===== src/rtl/exe_stage_if.sv =====
// Pipeline bundle between ID/EX and the EX/MEM latch of the execute stage.
// The master side drives the ID/EX fields; the slave side is the execute stage.
interface exe_stage_if #(
    parameter int STALL_CNT_W = 16
);
    logic                   EWREG;
    logic                   EM2REG;
    logic                   EWMEM;
    logic [2:0]             EALUC;
    logic                   EALUIMM;
    logic                   ESHIFT;
    logic [31:0]            EXE_SrcA;
    logic [31:0]            EXE_SrcB;
    logic [31:0]            SA;
    logic [4:0]             EXE_REG_ADDR;
    logic [4:0]             ID_RS;
    logic [4:0]             ID_RT;
    logic                   ID_USE_RS;
    logic                   ID_USE_RT;
    logic                   EXC_CLR;
    logic                   MWREG;
    logic                   MM2REG;
    logic                   MWMEM;
    logic [31:0]            MEM_ALU_OUT;
    logic [31:0]            MEM_STORE_DATA;
    logic [4:0]             MEM_REG_ADDR;
    logic                   MEM_ZERO;
    logic                   STALL;
    logic                   OV_EXC;
    logic [STALL_CNT_W-1:0] STALL_CNT;

    modport master (
        output EWREG, EM2REG, EWMEM, EALUC, EALUIMM, ESHIFT, EXE_SrcA, EXE_SrcB, SA,
               EXE_REG_ADDR, ID_RS, ID_RT, ID_USE_RS, ID_USE_RT, EXC_CLR,
        input  MWREG, MM2REG, MWMEM, MEM_ALU_OUT, MEM_STORE_DATA, MEM_REG_ADDR,
               MEM_ZERO, STALL, OV_EXC, STALL_CNT
    );

    modport slave (
        input  EWREG, EM2REG, EWMEM, EALUC, EALUIMM, ESHIFT, EXE_SrcA, EXE_SrcB, SA,
               EXE_REG_ADDR, ID_RS, ID_RT, ID_USE_RS, ID_USE_RT, EXC_CLR,
        output MWREG, MM2REG, MWMEM, MEM_ALU_OUT, MEM_STORE_DATA, MEM_REG_ADDR,
               MEM_ZERO, STALL, OV_EXC, STALL_CNT
    );
endinterface


===== src/rtl/exe_stage.sv =====
// MIPS execute stage: ALU/shift, EX/MEM latch, load-use stall detect,
// sticky overflow exception and saturating stall-cycle counter.
module exe_stage #(
    parameter int STALL_CNT_W = 16
) (
    input logic   clk,
    input logic   rst,
    exe_stage_if.slave bus
);
    logic [31:0]            op_a;
    logic [31:0]            op_b;
    logic [31:0]            sum;
    logic [31:0]            diff;
    logic [31:0]            result;
    logic                   ov;
    logic                   stall;

    logic                   mwreg_q;
    logic                   mm2reg_q;
    logic                   mwmem_q;
    logic [31:0]            alu_q;
    logic [31:0]            store_q;
    logic [4:0]             addr_q;
    logic                   zero_q;
    logic                   ov_exc_q;
    logic [STALL_CNT_W-1:0] cnt_q;

    assign op_a = bus.ESHIFT  ? {27'b0, bus.SA[10:6]} : bus.EXE_SrcA;
    assign op_b = bus.EALUIMM ? bus.SA : bus.EXE_SrcB;
    assign sum  = op_a + op_b;
    assign diff = op_a - op_b;

    always_comb begin
        result = 32'h0;
        ov     = 1'b0;
        case (bus.EALUC)
            3'b000: result = op_a & op_b;
            3'b001: result = op_a | op_b;
            3'b010: begin
                result = sum;
                ov     = (op_a[31] == op_b[31]) && (sum[31] != op_a[31]);
            end
            3'b011: result = op_a ^ op_b;
            3'b100: result = ~(op_a | op_b);
            3'b101: result = op_b << op_a[4:0];
            3'b110: begin
                result = diff;
                ov     = (op_a[31] != op_b[31]) && (diff[31] != op_a[31]);
            end
            3'b111: result = {31'b0, $signed(op_a) < $signed(op_b)};
            default: result = 32'h0;
        endcase
    end

    // The load itself still advances to MEM; ID/EX outside inserts the bubble.
    assign stall = bus.EWREG && bus.EM2REG && (bus.EXE_REG_ADDR != 5'd0) &&
                   ((bus.ID_USE_RS && (bus.ID_RS == bus.EXE_REG_ADDR)) ||
                    (bus.ID_USE_RT && (bus.ID_RT == bus.EXE_REG_ADDR)));

    always_ff @(posedge clk or negedge rst) begin
        if (!rst) begin
            mwreg_q  <= 1'b0;
            mm2reg_q <= 1'b0;
            mwmem_q  <= 1'b0;
            alu_q    <= 32'h0;
            store_q  <= 32'h0;
            addr_q   <= 5'd0;
            zero_q   <= 1'b0;
            ov_exc_q <= 1'b0;
            cnt_q    <= '0;
        end else begin
            // An overflowing instruction is killed but its datapath values still latch.
            mwreg_q  <= bus.EWREG  && !ov;
            mm2reg_q <= bus.EM2REG && !ov;
            mwmem_q  <= bus.EWMEM  && !ov;
            alu_q    <= result;
            store_q  <= bus.EXE_SrcB;
            addr_q   <= bus.EXE_REG_ADDR;
            zero_q   <= (result == 32'h0);
            if (ov)
                ov_exc_q <= 1'b1;
            else if (bus.EXC_CLR)
                ov_exc_q <= 1'b0;
            if (stall && (cnt_q != {STALL_CNT_W{1'b1}}))
                cnt_q <= cnt_q + 1'b1;
        end
    end

    assign bus.MWREG          = mwreg_q;
    assign bus.MM2REG         = mm2reg_q;
    assign bus.MWMEM          = mwmem_q;
    assign bus.MEM_ALU_OUT    = alu_q;
    assign bus.MEM_STORE_DATA = store_q;
    assign bus.MEM_REG_ADDR   = addr_q;
    assign bus.MEM_ZERO       = zero_q;
    assign bus.STALL          = stall;
    assign bus.OV_EXC         = ov_exc_q;
    assign bus.STALL_CNT      = cnt_q;
endmodule


===== src/flat_wrapper.sv =====
// flat-port wrapper written by rule: the top's interface ports become plain ports
module exe_stage_flat 
#(
    parameter int STALL_CNT_W = 16
)
  (clk, rst, bus_EWREG, bus_EM2REG, bus_EWMEM, bus_EALUC, bus_EALUIMM, bus_ESHIFT, bus_EXE_SrcA, bus_EXE_SrcB, bus_SA, bus_EXE_REG_ADDR, bus_ID_RS, bus_ID_RT, bus_ID_USE_RS, bus_ID_USE_RT, bus_EXC_CLR, bus_MWREG, bus_MM2REG, bus_MWMEM, bus_MEM_ALU_OUT, bus_MEM_STORE_DATA, bus_MEM_REG_ADDR, bus_MEM_ZERO, bus_STALL, bus_OV_EXC, bus_STALL_CNT);
  exe_stage_if #(.STALL_CNT_W(STALL_CNT_W)) bus_i ();
  input logic clk;
  input logic rst;
  input wire logic [$bits(bus_i.EWREG)-1:0] bus_EWREG;
  input wire logic [$bits(bus_i.EM2REG)-1:0] bus_EM2REG;
  input wire logic [$bits(bus_i.EWMEM)-1:0] bus_EWMEM;
  input wire logic [$bits(bus_i.EALUC)-1:0] bus_EALUC;
  input wire logic [$bits(bus_i.EALUIMM)-1:0] bus_EALUIMM;
  input wire logic [$bits(bus_i.ESHIFT)-1:0] bus_ESHIFT;
  input wire logic [$bits(bus_i.EXE_SrcA)-1:0] bus_EXE_SrcA;
  input wire logic [$bits(bus_i.EXE_SrcB)-1:0] bus_EXE_SrcB;
  input wire logic [$bits(bus_i.SA)-1:0] bus_SA;
  input wire logic [$bits(bus_i.EXE_REG_ADDR)-1:0] bus_EXE_REG_ADDR;
  input wire logic [$bits(bus_i.ID_RS)-1:0] bus_ID_RS;
  input wire logic [$bits(bus_i.ID_RT)-1:0] bus_ID_RT;
  input wire logic [$bits(bus_i.ID_USE_RS)-1:0] bus_ID_USE_RS;
  input wire logic [$bits(bus_i.ID_USE_RT)-1:0] bus_ID_USE_RT;
  input wire logic [$bits(bus_i.EXC_CLR)-1:0] bus_EXC_CLR;
  output wire logic [$bits(bus_i.MWREG)-1:0] bus_MWREG;
  output wire logic [$bits(bus_i.MM2REG)-1:0] bus_MM2REG;
  output wire logic [$bits(bus_i.MWMEM)-1:0] bus_MWMEM;
  output wire logic [$bits(bus_i.MEM_ALU_OUT)-1:0] bus_MEM_ALU_OUT;
  output wire logic [$bits(bus_i.MEM_STORE_DATA)-1:0] bus_MEM_STORE_DATA;
  output wire logic [$bits(bus_i.MEM_REG_ADDR)-1:0] bus_MEM_REG_ADDR;
  output wire logic [$bits(bus_i.MEM_ZERO)-1:0] bus_MEM_ZERO;
  output wire logic [$bits(bus_i.STALL)-1:0] bus_STALL;
  output wire logic [$bits(bus_i.OV_EXC)-1:0] bus_OV_EXC;
  output wire logic [$bits(bus_i.STALL_CNT)-1:0] bus_STALL_CNT;
  assign bus_i.EWREG = bus_EWREG;
  assign bus_i.EM2REG = bus_EM2REG;
  assign bus_i.EWMEM = bus_EWMEM;
  assign bus_i.EALUC = bus_EALUC;
  assign bus_i.EALUIMM = bus_EALUIMM;
  assign bus_i.ESHIFT = bus_ESHIFT;
  assign bus_i.EXE_SrcA = bus_EXE_SrcA;
  assign bus_i.EXE_SrcB = bus_EXE_SrcB;
  assign bus_i.SA = bus_SA;
  assign bus_i.EXE_REG_ADDR = bus_EXE_REG_ADDR;
  assign bus_i.ID_RS = bus_ID_RS;
  assign bus_i.ID_RT = bus_ID_RT;
  assign bus_i.ID_USE_RS = bus_ID_USE_RS;
  assign bus_i.ID_USE_RT = bus_ID_USE_RT;
  assign bus_i.EXC_CLR = bus_EXC_CLR;
  assign bus_MWREG = bus_i.MWREG;
  assign bus_MM2REG = bus_i.MM2REG;
  assign bus_MWMEM = bus_i.MWMEM;
  assign bus_MEM_ALU_OUT = bus_i.MEM_ALU_OUT;
  assign bus_MEM_STORE_DATA = bus_i.MEM_STORE_DATA;
  assign bus_MEM_REG_ADDR = bus_i.MEM_REG_ADDR;
  assign bus_MEM_ZERO = bus_i.MEM_ZERO;
  assign bus_STALL = bus_i.STALL;
  assign bus_OV_EXC = bus_i.OV_EXC;
  assign bus_STALL_CNT = bus_i.STALL_CNT;
  exe_stage #(.STALL_CNT_W(STALL_CNT_W)) u_core (.clk(clk), .rst(rst), .bus(bus_i));
endmodule

===== config.mk =====
export PLATFORM = sky130hd
export DESIGN_NAME = exe_stage_flat
export DESIGN_NICKNAME = d
export VERILOG_FILES = /design/src/rtl/exe_stage_if.sv /design/src/rtl/exe_stage.sv /design/src/flat_wrapper.sv
export SDC_FILE = /design/constraint.sdc
export NUM_CORES = 1
export LEC_CHECK = 0
export CAP_MARGIN = 20
export CORE_ASPECT_RATIO = 1.25
export CORE_MARGIN = 2
export CORE_UTILIZATION = 31
export CTS_CLUSTER_DIAMETER = 120
export CTS_CLUSTER_SIZE = 16
export DETAILED_ROUTE_END_ITERATION = 6
export PLACE_DENSITY_LB_ADDON = 0.15
export SYNTH_ARGS = -nofsm -noshare
export SYNTH_HDL_FRONTEND = slang
export SYNTH_SLANG_ARGS = --single-unit

===== constraint.sdc =====
create_clock -name clk -period 3.4 [get_ports clk]
set_input_delay 0.68 -clock clk [delete_from_list [all_inputs] [get_ports clk]]
set_output_delay 0.68 -clock clk [all_outputs]
set_load 0.005 [all_outputs]

== Word-level counts from Yosys, hierarchy flattened ==
Index checks and enable logic that the tools add are counted.

* Flip-flop bits (word level): 90
* Input bits: 124
* Output and inout port bits: 91
* Word-level logic and storage cells: 55

* $add $sub $neg: 3
* Order comparisons: 1
* Equality and inequality tests: 14
* Shift-type cells: 1
* Muxes and demuxes: 6
* Bitwise operators: 4
* Reductions and logical operators: 17

{| class="wikitable"
|+ Operators with widths
! kind !! count
|-
| $pmux 32 s8 || 1
|-
| $mux 32 || 2
|-
| $add 32x32->32 || 1
|-
| $and 32x32->32 || 1
|-
| $logic_not 32->1 || 1
|-
| $lt 32x32->1 || 1
|-
| $not 32->32 || 1
|-
| $or 32x32->32 || 1
|-
| $shl 32x5->32 || 1
|-
| $sub 32x32->32 || 1
|-
| $xor 32x32->32 || 1
|-
| $add 16x1->16 const B || 1
|-
| $ne 16x16->1 const B || 1
|-
| $eq 3x3->1 const B || 4
|-
| $logic_and 1x1->1 || 11
|-
| $eq 5x5->1 || 2
|-
| $eq 3x2->1 const B || 2
|-
| $reduce_bool 5->1 || 1
|-
| $eq 3x1->1 const B || 1
|-
| $logic_not 3->1 || 1
|-
| $ne 1x1->1 || 3
|-
| $mux 1 || 2
|-
| $pmux 1 s2 || 1
|-
| $reduce_bool 2->1 || 1
|-
| 3 further kinds || 3
|}

== Depth between registers and ports, before layout ==
* Word-level depth: 7
* Gate-level depth with buffers: 21

== Worst setup path after synthesis ==
OpenSTA, ideal clock, no wires.

* Path kind: input port to flip-flop
* From: input port bus_ESHIFT
* To: register u_core.zero_q (netlist: u_core.bus.MEM_ZERO)
* Setup time: 118 ps
* Arrival time: 4778 ps
* Data required time: 3282 ps
* Path slack: -1496 ps
* Stages on the path: 21
* Path through: buf_4 mux2_4 buf_6 buf_4 buf_2 inv_1 ha_1 clkbuf_1 inv_1 fa_1 and3b_1 o311ai_0 a2111oi_0 nor3_1 o211ai_1 a31oi_1 nand3b_1 a32oi_1 o41ai_1 nor4b_2 nor2b_1

* Cells in the longest elaborated chain, start to end: 5

{| class="wikitable"
|+ Ends and longest elaborated chain
! what !! line !! text
|-
| from (decl) || flat_wrapper.sv:15 || <nowiki>input wire logic [$bits(bus_i.ESHIFT)-1:0] bus_ESHIFT;</nowiki>
|-
| $mux 32 (*) || exe_stage.sv:28 || <nowiki>assign op_a = bus.ESHIFT ? {27'b0, bus.SA[10:6]} : bus.EXE_SrcA;</nowiki>
|-
| parallel branches: the longest is 2 deep, another holds $sub 32x32->32 || n/a ||
|-
| $pmux 32 s8 (*) || exe_stage.sv:36 || <nowiki>case (bus.EALUC)</nowiki>
|-
| named net u_core.result[0] || exe_stage.sv:14 || <nowiki>logic [31:0] result;</nowiki>
|-
| $logic_not 32->1 (*) || exe_stage.sv:79 || <nowiki>zero_q <= (result == 32'h0);</nowiki>
|-
| to (signal assigned) || exe_stage.sv:79 ||
|-
| to (decl) || exe_stage.sv:24 || <nowiki>logic zero_q;</nowiki>
|}

Mark *: on every way through the listed nets, which the timed path passes.
A chain may end at the register's enable or synchronous reset.

== Worst setup path after layout ==
* From: input port bus_EALUIMM
* To: register u_core.zero_q (netlist: u_core.bus.MEM_ZERO)

* Cells in the longest elaborated chain, start to end: 5

{| class="wikitable"
|+ Ends and longest elaborated chain
! what !! line !! text
|-
| from (decl) || flat_wrapper.sv:14 || <nowiki>input wire logic [$bits(bus_i.EALUIMM)-1:0] bus_EALUIMM;</nowiki>
|-
| $mux 32 (*) || exe_stage.sv:29 || <nowiki>assign op_b = bus.EALUIMM ? bus.SA : bus.EXE_SrcB;</nowiki>
|-
| parallel branches: the longest is 2 deep, another holds $sub 32x32->32 || n/a ||
|-
| $pmux 32 s8 (*) || exe_stage.sv:36 ||
|-
| named net u_core.result[9] || exe_stage.sv:14 ||
|-
| $logic_not 32->1 (*) || exe_stage.sv:79 ||
|}

Marks and branches as above.

==> reports/metrics.yaml <==
routing:
  routed_wirelength_mm: 63.4
  detailed_route_wire_length_per_cell_um: 23.3
  drt_iter0_markers: 1045
  drt_pass1_iterations: 7
  post_drt_via_cell_ratio: 5.52
  route.antenna.remaining_nets: 0
  vias: 15000
  post-route-drc-count: 11
worst_setup_path:
  timing.critical_path.to_type: "flop"
  critical_path_peak_fanout: 7
  timing.critical_path.from_type: "primary input"
  worst-r2r-cell-count: 8
  reg2reg_setup_slack_ps: 1250
  required_time_worst_endpoint_ps: 3720
  cp_data_arrival_time_ps: 4350
  timing.setup.critical_path_class: "in2reg"
  crit-reg2reg-launch: "u_core.bus.STALL_CNT[7]"
  rr_endpoint: "u_core.bus.STALL_CNT[15]"
timing:
  setup_slack_ps: -625
  fin_tns_setup_ps: -5400
  slew_viol_final: 0
  min_period_over_period: 1.18
  final-hold-violation-count: 0
  worst_clock_skew_ps: 14.1
  finalHoldWorstSlack_ps: 242
  grt_setup_unrepaired: "yes"
  maxSlewHeadroom: 0.506
  worst_slew_pin_tran_ps: 741
  final_period_minus_worst_setup_slack_ps: 4020
  setup_viol: 16
  fmax_mhz: 248
outcome:
  run_status: "complete, but fails checks"
  failed_checks: "DRC, setup timing"
global_route:
  gr-max-usage-layer: "met2"
  met2_usage: 0.589
  grt_use_met3: 0.0469
  grt_overflow: 0
  initial_antenna_violation_count: 1
  global_route_wire_length_before_repair_mm: 93.2
  grt_pass1_vias: 15500
  grt_max_degree: 82
  grt_util_met1: 0.352
  grt_use_total: 0.331
synthesis:
  synth_enable_flop_cells: 0
  synth.lib_cells_used.distinct: 88
  synth_area_leader_cell: "sky130_fd_sc_hd__dfrtp_1"
  ys_seq_area_frac: 0.203
  synth_cells: 1411
  ys.warnings.count: 0
  syn-num-nets: 1637
  async_reset_ff_frac: 1.00
  synth_area_per_cell_um2: 7.87
  netlist.area_leader.share: 0.203
  synth_area_leaders: "sky130_fd_sc_hd__dfrtp_1 20%, sky130_fd_sc_hd__ha_1 11%, sky130_fd_sc_hd__mux2i_1 7.8%"
  ys_top_cells_by_count: "121 x sky130_fd_sc_hd__nor2_1, 111 x sky130_fd_sc_hd__nand2_1, 100 x sky130_fd_sc_hd__ha_1, 98 x sky130_fd_sc_hd__inv_1, 95 x sky130_fd_sc_hd__a21oi_1"
  flip_flop_and_latch_count_after_synthesis: 90
  syn-cell-area_um2: 11100
  ys_dominant_reg_cell: "sky130_fd_sc_hd__dfrtp_1"
  synth_most_common_cell: "sky130_fd_sc_hd__nor2_1"
die:
  initial_core_util: 0.314
  io_pins: 215
  floorplan.die.height_um: 216
  area_of_the_die_um2: 37400
  die_width_um: 173
  floorplan.core_area_um2: 35400
  rows: 77
clock_network:
  cts_buffer_depth: 2
  htree_num_levels: 3
  cts_buffers: 9
  clk_transition_reported_paths_ps: 80
  clock_insertion_delay_worst_skew_ps: 400
  clock_sinks: 90
  root_buffer: "sky130_fd_sc_hd__clkbuf_16"
  cts_tree: "yes"
hold_path:
  hold_path.class: "in2async"
placement:
  buffer_ports.inserted: 214
  routabilityCongestion: 0.988
  place_hpwl_mm: 50.8
power:
  power.total_mw: 6.31
  cellPowerDensity_nw_per_um2: 297
  max-vdd-ir-drop_v: 0.000241
  static_leakage_nw: 9.72
final_layout:
  area_growth_pct: 91.7
  fillerInstances: 3179
  nNetsFinal: 2472
  drive_gt1_frac: 0.442
  area.sequential_um2: 2250
  insertedDiodeCount: 0
  multiInputGateArea_um2: 9910
flow_run:
  max_cap_viol_count: 0
-- through the flow --
stage	instances	util	setup slack (ps)	cell area [µm²]
final	2725	0.602	-625	21300
after global routing	2725	0.602	-805	21300
after detailed placement	2616	0.519	-1670	18300
after floorplan	1411	-	-916	11500
after global placement	2616	0.519	-1630	18300
after CTS	2694	0.572	-593	20200
-- report_power, final --
part	total [mW]	internal (mW)	switching, mW	leakage [nW]
Sequential	1.20	1.17	0.0352	1.11
Combinational	4.00	2.06	1.94	8.47
Clock	1.11	0.528	0.581	0.149
Total	6.31	3.76	2.55	9.72
-- cell usage in the layout, fill, tap and decap left out, drive strengths merged, types with 24 or more instances in the layout --
master           n
dlygate4sd2     24
dfrtp           90
nand3           42
a31oi           25
o211ai          24
inv            108
nor3            28
o21ai           56
buf            700
nand2          111
mux2i           96
o22ai           28
ha             100
xnor2           31
nor2b           43
clkdlybuf4s50  173
nor2           121
a21oi           95
-- metal layers --
metal	routed length, µm	part of all wire
met1	23000	0.36
met2	31500	0.50
met3	3180	0.050
met4	5710	0.090
met5	8	0.00013
-- repair_timing --
| item | CTS | global route |
|---|---|---|
| hold buffers | 0 | 0 |
| buffers inserted | 65 | 38 |
| gates cloned | 1 | 0 |
| setup endpoints to repair | 31 | 29 |
| gates resized for setup | 258 | 170 |
| pin swaps | 89 | 64 |
-- worst max-delay path by stage --
stage / start / end / slack [ps]
6_report: bus_EALUIMM / u_core.bus.MEM_ZERO / -620
5_1_grt: bus_EALUIMM / u_core.bus.MEM_ZERO / -810
4_1_cts: bus_EALUIMM / u_core.bus.MEM_ZERO / -590
3_5_place_dp: bus_EXE_SrcB[0] / u_core.bus.MEM_ZERO / -1670
3_3_place_gp: bus_EXE_SrcB[0] / u_core.bus.MEM_ZERO / -1630
2_1_floorplan: bus_ESHIFT / u_core.bus.MEM_ZERO / -920
-- worst max-delay path, stage by stage --
cell and delay (ps):
sky130_fd_sc_hd__buf_12 110, sky130_fd_sc_hd__buf_12 140, sky130_fd_sc_hd__buf_6 110, sky130_fd_sc_hd__mux2i_2 150, sky130_fd_sc_hd__buf_4 160, sky130_fd_sc_hd__inv_1 60, sky130_fd_sc_hd__ha_2 210, sky130_fd_sc_hd__a211oi_4 250
sky130_fd_sc_hd__buf_4 170, sky130_fd_sc_hd__buf_4 100, sky130_fd_sc_hd__o31ai_4 100, sky130_fd_sc_hd__a221oi_2 260, sky130_fd_sc_hd__buf_4 190, sky130_fd_sc_hd__xnor2_2 130, sky130_fd_sc_hd__a221oi_2 270, sky130_fd_sc_hd__buf_4 180
sky130_fd_sc_hd__o21ai_1 120, sky130_fd_sc_hd__nor2_1 210, sky130_fd_sc_hd__nand4b_1 200, sky130_fd_sc_hd__nor4_2 180, sky130_fd_sc_hd__buf_4 160, sky130_fd_sc_hd__nand4b_1 90, sky130_fd_sc_hd__nor2b_1 110
-- sequential cells by signal (all words and copies together) (netlist names) --
| name | flops |
|---|---|
| u_core.bus.OV_EXC | 1 |
| u_core.bus.MEM_ZERO | 1 |
| u_core.bus.STALL_CNT | 16 |
| u_core.bus.MEM_REG_ADDR | 5 |
| u_core.bus.MEM_ALU_OUT | 32 |
| u_core.bus.MM2REG | 1 |
| u_core.bus.MEM_STORE_DATA | 32 |
| u_core.bus.MWMEM | 1 |
| u_core.bus.MWREG | 1 |
-- logic make-up (layout without fill, tap and decap cells) --
group / count (synthesis) / count (layout) / synth area share
compound gates: 419 / 419 / 0.263
xor+xnor: 46 / 46 / 0.0363
fa+ha+maj: 102 / 102 / 0.116
buf+inv: 190 / 1030 / 0.0699
flops: 90 / 90 / 0.203
mux: 112 / 112 / 0.110
simple gates: 452 / 452 / 0.202
-- final cells by class --
type,count,area share
Clock inverter,7,0.00358
Sequential cell,90,0.106
Tap cell,474,0.0279
Multi-Input combinational cell,1131,0.466
Clock buffer,9,0.0106
Inverter,104,0.0190
Timing Repair Buffer,910,0.368
No activity file was read; power rests on OpenSTA's default activity.
